`src/rtl/div_seq.sv`:
```
// Sequential restoring divider: one quotient bit per clock, signed or unsigned,
// with divide-by-zero bypass and a one-cycle result strobe.
module div_seq #(
  parameter int WIDTH = 32
) (
  input  logic             clk,
  input  logic             reset,
  input  logic             validIn,
  input  logic             signedOp,
  input  logic [WIDTH-1:0] SrcA,
  input  logic [WIDTH-1:0] SrcB,
  output logic             busy,
  output logic             validOut,
  output logic             divByZero,
  output logic [WIDTH-1:0] Hi,
  output logic [WIDTH-1:0] Lo
);

  localparam int CNT_W = $clog2(WIDTH + 1);

  typedef enum logic [1:0] {IDLE, CALC, DONE} state_t;

  state_t           state, state_next;
  logic [CNT_W-1:0] cnt;

  logic             sgn_op, sign_a, sign_b, zero_div;
  logic [WIDTH-1:0] rem, quo, dvs;

  logic [WIDTH:0]   shifted, trial;
  logic             fits;
  logic             accept;

  // Magnitude of a two's complement value; passes the value through in unsigned mode.
  function automatic logic [WIDTH-1:0] magnitude(input logic [WIDTH-1:0] v, input logic en);
    logic signed [WIDTH-1:0] sv;
    sv = $signed(v);
    return (en && sv < 0) ? $unsigned(-sv) : v;
  endfunction

  function automatic logic [WIDTH-1:0] apply_sign(input logic [WIDTH-1:0] v, input logic neg);
    logic signed [WIDTH-1:0] sv;
    sv = $signed(v);
    return neg ? $unsigned(-sv) : v;
  endfunction

  assign accept = (state == IDLE) && validIn;
  assign busy   = (state != IDLE);

  // Restoring step: the partial remainder is always below the divisor, so the
  // MSB of the W+1-bit difference is a clean borrow flag.
  assign shifted = {rem, quo[WIDTH-1]};
  assign trial   = shifted - {1'b0, dvs};
  assign fits    = ~trial[WIDTH];

  always_comb begin
    state_next = state;
    case (state)
      IDLE: if (validIn) state_next = (SrcB == '0) ? DONE : CALC;
      CALC: if (cnt == CNT_W'(1)) state_next = DONE;
      DONE: state_next = IDLE;
      default: state_next = IDLE;
    endcase
  end

  always_ff @(posedge clk or posedge reset) begin
    if (reset) begin
      state     <= IDLE;
      cnt       <= '0;
      validOut  <= 1'b0;
      divByZero <= 1'b0;
      Hi        <= '0;
      Lo        <= '0;
    end else begin
      state    <= state_next;
      validOut <= (state == DONE);
      if (accept)
        cnt <= CNT_W'(WIDTH);
      else if (state == CALC)
        cnt <= cnt - CNT_W'(1);
      if (state == DONE) begin
        divByZero <= zero_div;
        if (zero_div) begin
          Hi <= quo;
          Lo <= '1;
        end else begin
          Hi <= apply_sign(rem, sgn_op & sign_a);
          Lo <= apply_sign(quo, sgn_op & (sign_a ^ sign_b));
        end
      end
    end
  end

  // Working registers carry no reset; they are always reloaded on acceptance.
  always_ff @(posedge clk) begin
    if (accept) begin
      sgn_op   <= signedOp;
      sign_a   <= SrcA[WIDTH-1];
      sign_b   <= SrcB[WIDTH-1];
      zero_div <= (SrcB == '0);
      dvs      <= magnitude(SrcB, signedOp);
      rem      <= '0;
      quo      <= (SrcB == '0) ? SrcA : magnitude(SrcA, signedOp);
    end else if (state == CALC) begin
      rem <= fits ? trial[WIDTH-1:0] : shifted[WIDTH-1:0];
      quo <= {quo[WIDTH-2:0], fits};
    end
  end

endmodule

```
`config.mk`:
```
export PLATFORM = sky130hd
export DESIGN_NAME = div_seq
export DESIGN_NICKNAME = d
export VERILOG_FILES = /design/src/rtl/div_seq.sv
export SDC_FILE = /design/constraint.sdc
export NUM_CORES = 1
export LEC_CHECK = 0
export CAP_MARGIN = 30
export CORE_MARGIN = 5
export CORE_UTILIZATION = 40
export DETAILED_ROUTE_END_ITERATION = 10
export GPL_TIMING_DRIVEN = 1
export HOLD_SLACK_MARGIN = 0.03
export PLACE_DENSITY = 0.68
export SLEW_MARGIN = 20
export SYNTH_ARGS = -nofsm -noshare
export SYNTH_HDL_FRONTEND = slang
export SYNTH_SLANG_ARGS = --single-unit
```
`constraint.sdc`:
```
create_clock -name clk -period 4.4 [get_ports clk]
set_input_delay 0.88 -clock clk [delete_from_list [all_inputs] [get_ports clk]]
set_output_delay 0.88 -clock clk [all_outputs]
set_load 0.03 [all_outputs]
```
Yosys cells after proc, flatten, opt, wreduce, memory -nomap -nowiden
Cells that the tools add are included.

Muxes and demuxes: 16. Reductions and logical operators: 8. Divide/modulo/power cells: 0. Bitwise gates (word level): 4. Equal/unequal tests: 5. Shift operators: 0. Magnitude comparators: 2. $mul: 0. $add $sub $neg: 6.

Operators with widths (count): $mux W32 (10); $neg A32 Y32 (4); $lt A32 B1 Y1 const B (2); $sub A33 B32 Y33 (1); $logic_not A32 Y1 (1); $mux W6 (2); $eq A6 B1 Y1 const B (1); $mux W2 (3); $sub A6 B1 Y6 const B (1); $ne A2 B2 Y1 const B (2); $pmux W2 S2 (1); $reduce_bool A2 Y1 (2); $logic_and A1 B1 Y1 (3); $and A1 B1 Y1 (2); $eq A2 B1 Y1 const B (1); $eq A2 B2 Y1 const B (1); $logic_not A2 Y1 (1); $reduce_and A2 Y1 (1); $not A1 Y1 (1); $xor A1 B1 Y1 (1).

RAM bits: 0. Word-level logic and storage cells: 54. Latch bits: 0. Memory bits (read-only): 0. Output and inout bits: 67. Memories: 0. Input port bits: 68. Register bits after elaboration: 174.

Depth between registers and ports, before layout
Depth after elaboration: 5. Mapped depth: 13. Depth with buffers taken out: 11.

Least setup slack after synthesis
Ideal clock, no wire load.

Path kind: input port to flip-flop. From: input SrcB[7]. To: register quo[26] (data pin). Setup time: 0.266 ns. Cell stages on the path: 9. Data required time: 4.134 ns. Buffers on the path: 1. Arrival: 3.174 ns. Setup slack: 0.961 ns. Path through: or4_4 -> or3_4 -> or4_4 -> nor4_4 -> nand3b_1 -> buf_4 -> a21oi_1 -> xnor2_1 -> o21ai_1.

Longest elaborated chain between the ends: 3.

RTL lines: start: declaration (RTL line 11) `input logic [WIDTH-1:0] SrcB,`; $logic_not A32 Y1 (RTL line 102) `quo <= (SrcB == '0) ? SrcA : magnitude(SrcA, signedOp);`; $mux W32 (RTL line 102); $mux W32 (RTL line 95) `if (accept) begin`; end signal: assignment (RTL line 102); end signal: assignment (RTL line 105) `quo <= {quo[WIDTH-2:0], fits};`; end: declaration (RTL line 27) `logic [WIDTH-1:0] rem, quo, dvs;`.

No other way between the ends. A chain may end at the register's enable or synchronous reset.

Worst setup path after layout
From: input SrcB[7]. To: register quo[24] (data pin).

The elaborated chain is that of the path after synthesis.

==> qor.yml <==
status:
  status: "finished, final reports clean"
cells_and_area:
  n_antenna_cell: 0
  drive_above_1_share_pct: 4.78
  design_area_um2: 13600
  final_cells: 1780
  design.final.nets: 1496
  final_core_util_pct: 48.9
  syn_to_final_growth_pct: 20.9
worst_setup_path:
  crit_chain: "clkdlybuf4s50_1 > or4_4 > or3_4 > or4_4 > nor4_4 > nand3b_1 > buf_4 > a21oi_1 > xnor2_1 > o21ai_0"
  critPathSlowestCell: "or4_4"
  end_kind: "flip-flop"
  crit_type: "input port to flip-flop"
  crit_family: "simple AND/OR/NAND/NOR gates"
  slowest_delay_ns: 0.57
  worstPathMaxFanout: 12
  r2r_end: "rem[1]$_SDFFE_PP0P_"
  rrSetupSlack_ns: 0.71
  crit_top_cell: "or4_4"
  worstReg2RegStart: "quo[31]$_DFFE_PP_"
  worst_ep_arrival_time_ns: 3.93
  ff2ff_path_depth: 12
  cp-start-kind: "input port"
  critPathBufInv: 2
  critPathRequiredTime_ns: 4.56
global_route:
  grt_max_degree: 69
  antenna_found_initial: 0
  grt_usage_pct: 18.8
  grt.overflow.total: 0
  first_global_vias: 9097
  grt_first_pass_wirelength_mm: 47.8
clock_tree:
  numCtsBuffers: 17
  clkTransAtPathRegs_ns: 0.07
  clock-sinks: 174
  cts-root-buf: "clkbuf_16"
  htree_levels: 4
  cts_tree: "done"
  cts_resized: 0
  ctsHoldBuffers: 0
  clock_latency_ns: 0.44
  cts_setup_buffers: 0
  clock_path_buffers: 2
floorplanning:
  die_x_um: 178
  initial_core_util_pct: 40.4
  core_area_um2: 27800
  io-pin-count: 135
  die_area_um2: 31500
  die_h_um: 178
  num_rows: 61
min_path:
  min_path_cells: 2
  whs_endpoint: "Lo[0]$_DFFE_PP0P_"
  min_from: "Lo[0]$_DFFE_PP0P_"
  worst_hold_path_type: "flip-flop to flip-flop"
sta:
  holdWs_ns: 0.475
  setup_viol: 0
  tightest_slew_ns: 0.773
  layout_min_cycle_time_ns: 3.77
  fin_worst_skew_ns: 0.0136
  setup_tns_ns: 0
  hold_viol_final: 0
  rsz0062_at_grt: "false"
  period_share_pct: 85.6
  setup_ws_ns: 0.632
  slew_viol_final: 0
  slew_headroom_pct: 48.4
  max_freq_mhz: 265
yosys:
  async_reset_ff_share_pct: 42.5
  synth_edf_count: 68
  avgSynthCellArea_um2: 8.76
  yosysWarnings: 0
  ys.flop_type: "dfrtp_1"
  synth_seq_cells: 174
  ys_seq_area_share_pct: 40.4
  syn_area_um2: 11200
  syn_inst: 1282
  synthDistinctLibCells: 63
  syn-num-nets: 1389
place:
  place_congestion: 0.926
  port_buffers: 134
  dpl_worst_slack_ns: 0.137
  place_area_um2: 13000
  placed_cells: 1747
  dp_hpwl_mm: 22.8
drt:
  avgRoutedWirePerCell_um: 16.6
  vias: 9580
  routed.top_layer: "met4"
  wl_met3_mm: 1.75
  antenna_left: 0
  detail_route.first_pass.iterations: 5
  wl_mm: 29.5
  drt-initial-drc-count: 607
  drc: 0
  wl_met1_mm: 14.3
  met2_length_mm: 13.0
  vias_per_cell: 5.38
power_and_ir_drop:
  p_leak_nw: 5.62
  irDropWorstVdd_mv: 0.357
  design_power_total_mw: 10.0
  cellPowerDensity_nw_per_um2: 738
run:
  drv_cap: 0
cell usage after synthesis, drive strengths merged, types with 22 or more instances:
cell type  number  area share, %
dfrtp          74             16
clkbuf         59            2.0
o31ai          22            1.5
o22a           22            1.7
ha             38            4.2
edfxtp         68             18
nor2           79            2.6
dfxtp          32            5.7
inv            61            2.0
nor3           24            1.1
mux2i          26            2.3
xor2           66            5.1
o21ai         146            6.5
xnor2          76            5.9
a21oi          99            4.4
nand2         159            5.3
layout by cell type (no fill, tap or decap), types with 32 or more instances in the layout:
| master | Yosys | layout |
|---|---|---|
| clkdlybuf4s50_1 | 0 | 134 |
| ha_1 | 38 | 38 |
| xnor2_1 | 76 | 76 |
| o21ai_0 | 133 | 133 |
| a21oi_1 | 99 | 99 |
| inv_1 | 61 | 60 |
| xor2_1 | 66 | 66 |
| dfxtp_1 | 32 | 32 |
| nor2_1 | 79 | 79 |
| nand2_1 | 159 | 158 |
| dfrtp_1 | 74 | 74 |
| edfxtp_1 | 68 | 68 |
worst register-to-register path, delay by kind of cell (launching register included):
family / cells / cell delay, ns
compound gates: 6 / 1.46
mux: 1 / 0.41
flops: 1 / 0.53
buf+inv: 2 / 0.37
fa+ha+maj: 2 / 0.64
simple gates: 1 / 0.19
kinds of logic after synthesis:
| logic type | Yosys count | share of synthesized area [%] |
|---|---|---|
| AOI/OAI and AO/OA | 387 | 21.0 |
| and+or+nand+nor | 387 | 16.3 |
| DFF | 174 | 40.4 |
| xor gates and xnor gates | 142 | 11.1 |
| buffers and inverters | 125 | 4.30 |
| adders and majority gates | 39 | 4.41 |
| muxes | 28 | 2.52 |
registers in the layout (all words and copies together), names as in the netlist:
| signal | count |
|---|---|
| cnt | 6 |
| Hi | 32 |
| Lo | 32 |
| zero_div | 1 |
| dvs | 32 |
| state | 2 |
| sgn_op | 1 |
| rem | 32 |
| divByZero | 1 |
| validOut | 1 |
| sign_b | 1 |
| sign_a | 1 |
| quo | 32 |
where the power goes:
part	internal (mW)	leakage (nW)	switching (mW)	total (mW)
logic	2.30	3.40	2.93	5.23
registers	2.45	1.93	0.815	3.27
clock network	0.812	0.287	0.718	1.53
routing by layer:
| layer | up-vias | global-route usage (%) |
|---|---|---|
| met1 | 4468 | 27.9 |
| met2 | 270 | 28.7 |
| met5 | - | 0 |
| li1 | 4814 | - |
| met3 | 28 | 2.83 |
| met4 | 0 | 4.90 |
layout make-up:
type | instances | area [µm²]
multi-input combinational | 983 | 6240
timing repair buffer | 152 | 1510
fill | 2647 | 14200
clock buffer | 17 | 425
clock inverter | 15 | 170
inverter | 61 | 229
sequential | 174 | 4530
tap | 378 | 473
worst max path at each step:
stage,startpoint,endpoint,cells after the start
floorplan,SrcB[7],quo[26]$_DFFE_PP_,9
detailed placement,SrcB[7],quo[24]$_DFFE_PP_,10
global route,SrcB[6],quo[23]$_DFFE_PP_,10
finish,SrcB[7],quo[24]$_DFFE_PP_,10
CTS,SrcB[7],quo[24]$_DFFE_PP_,10
global placement,SrcB[7],quo[27]$_DFFE_PP_,9
(Power assumes the default switching activity.)
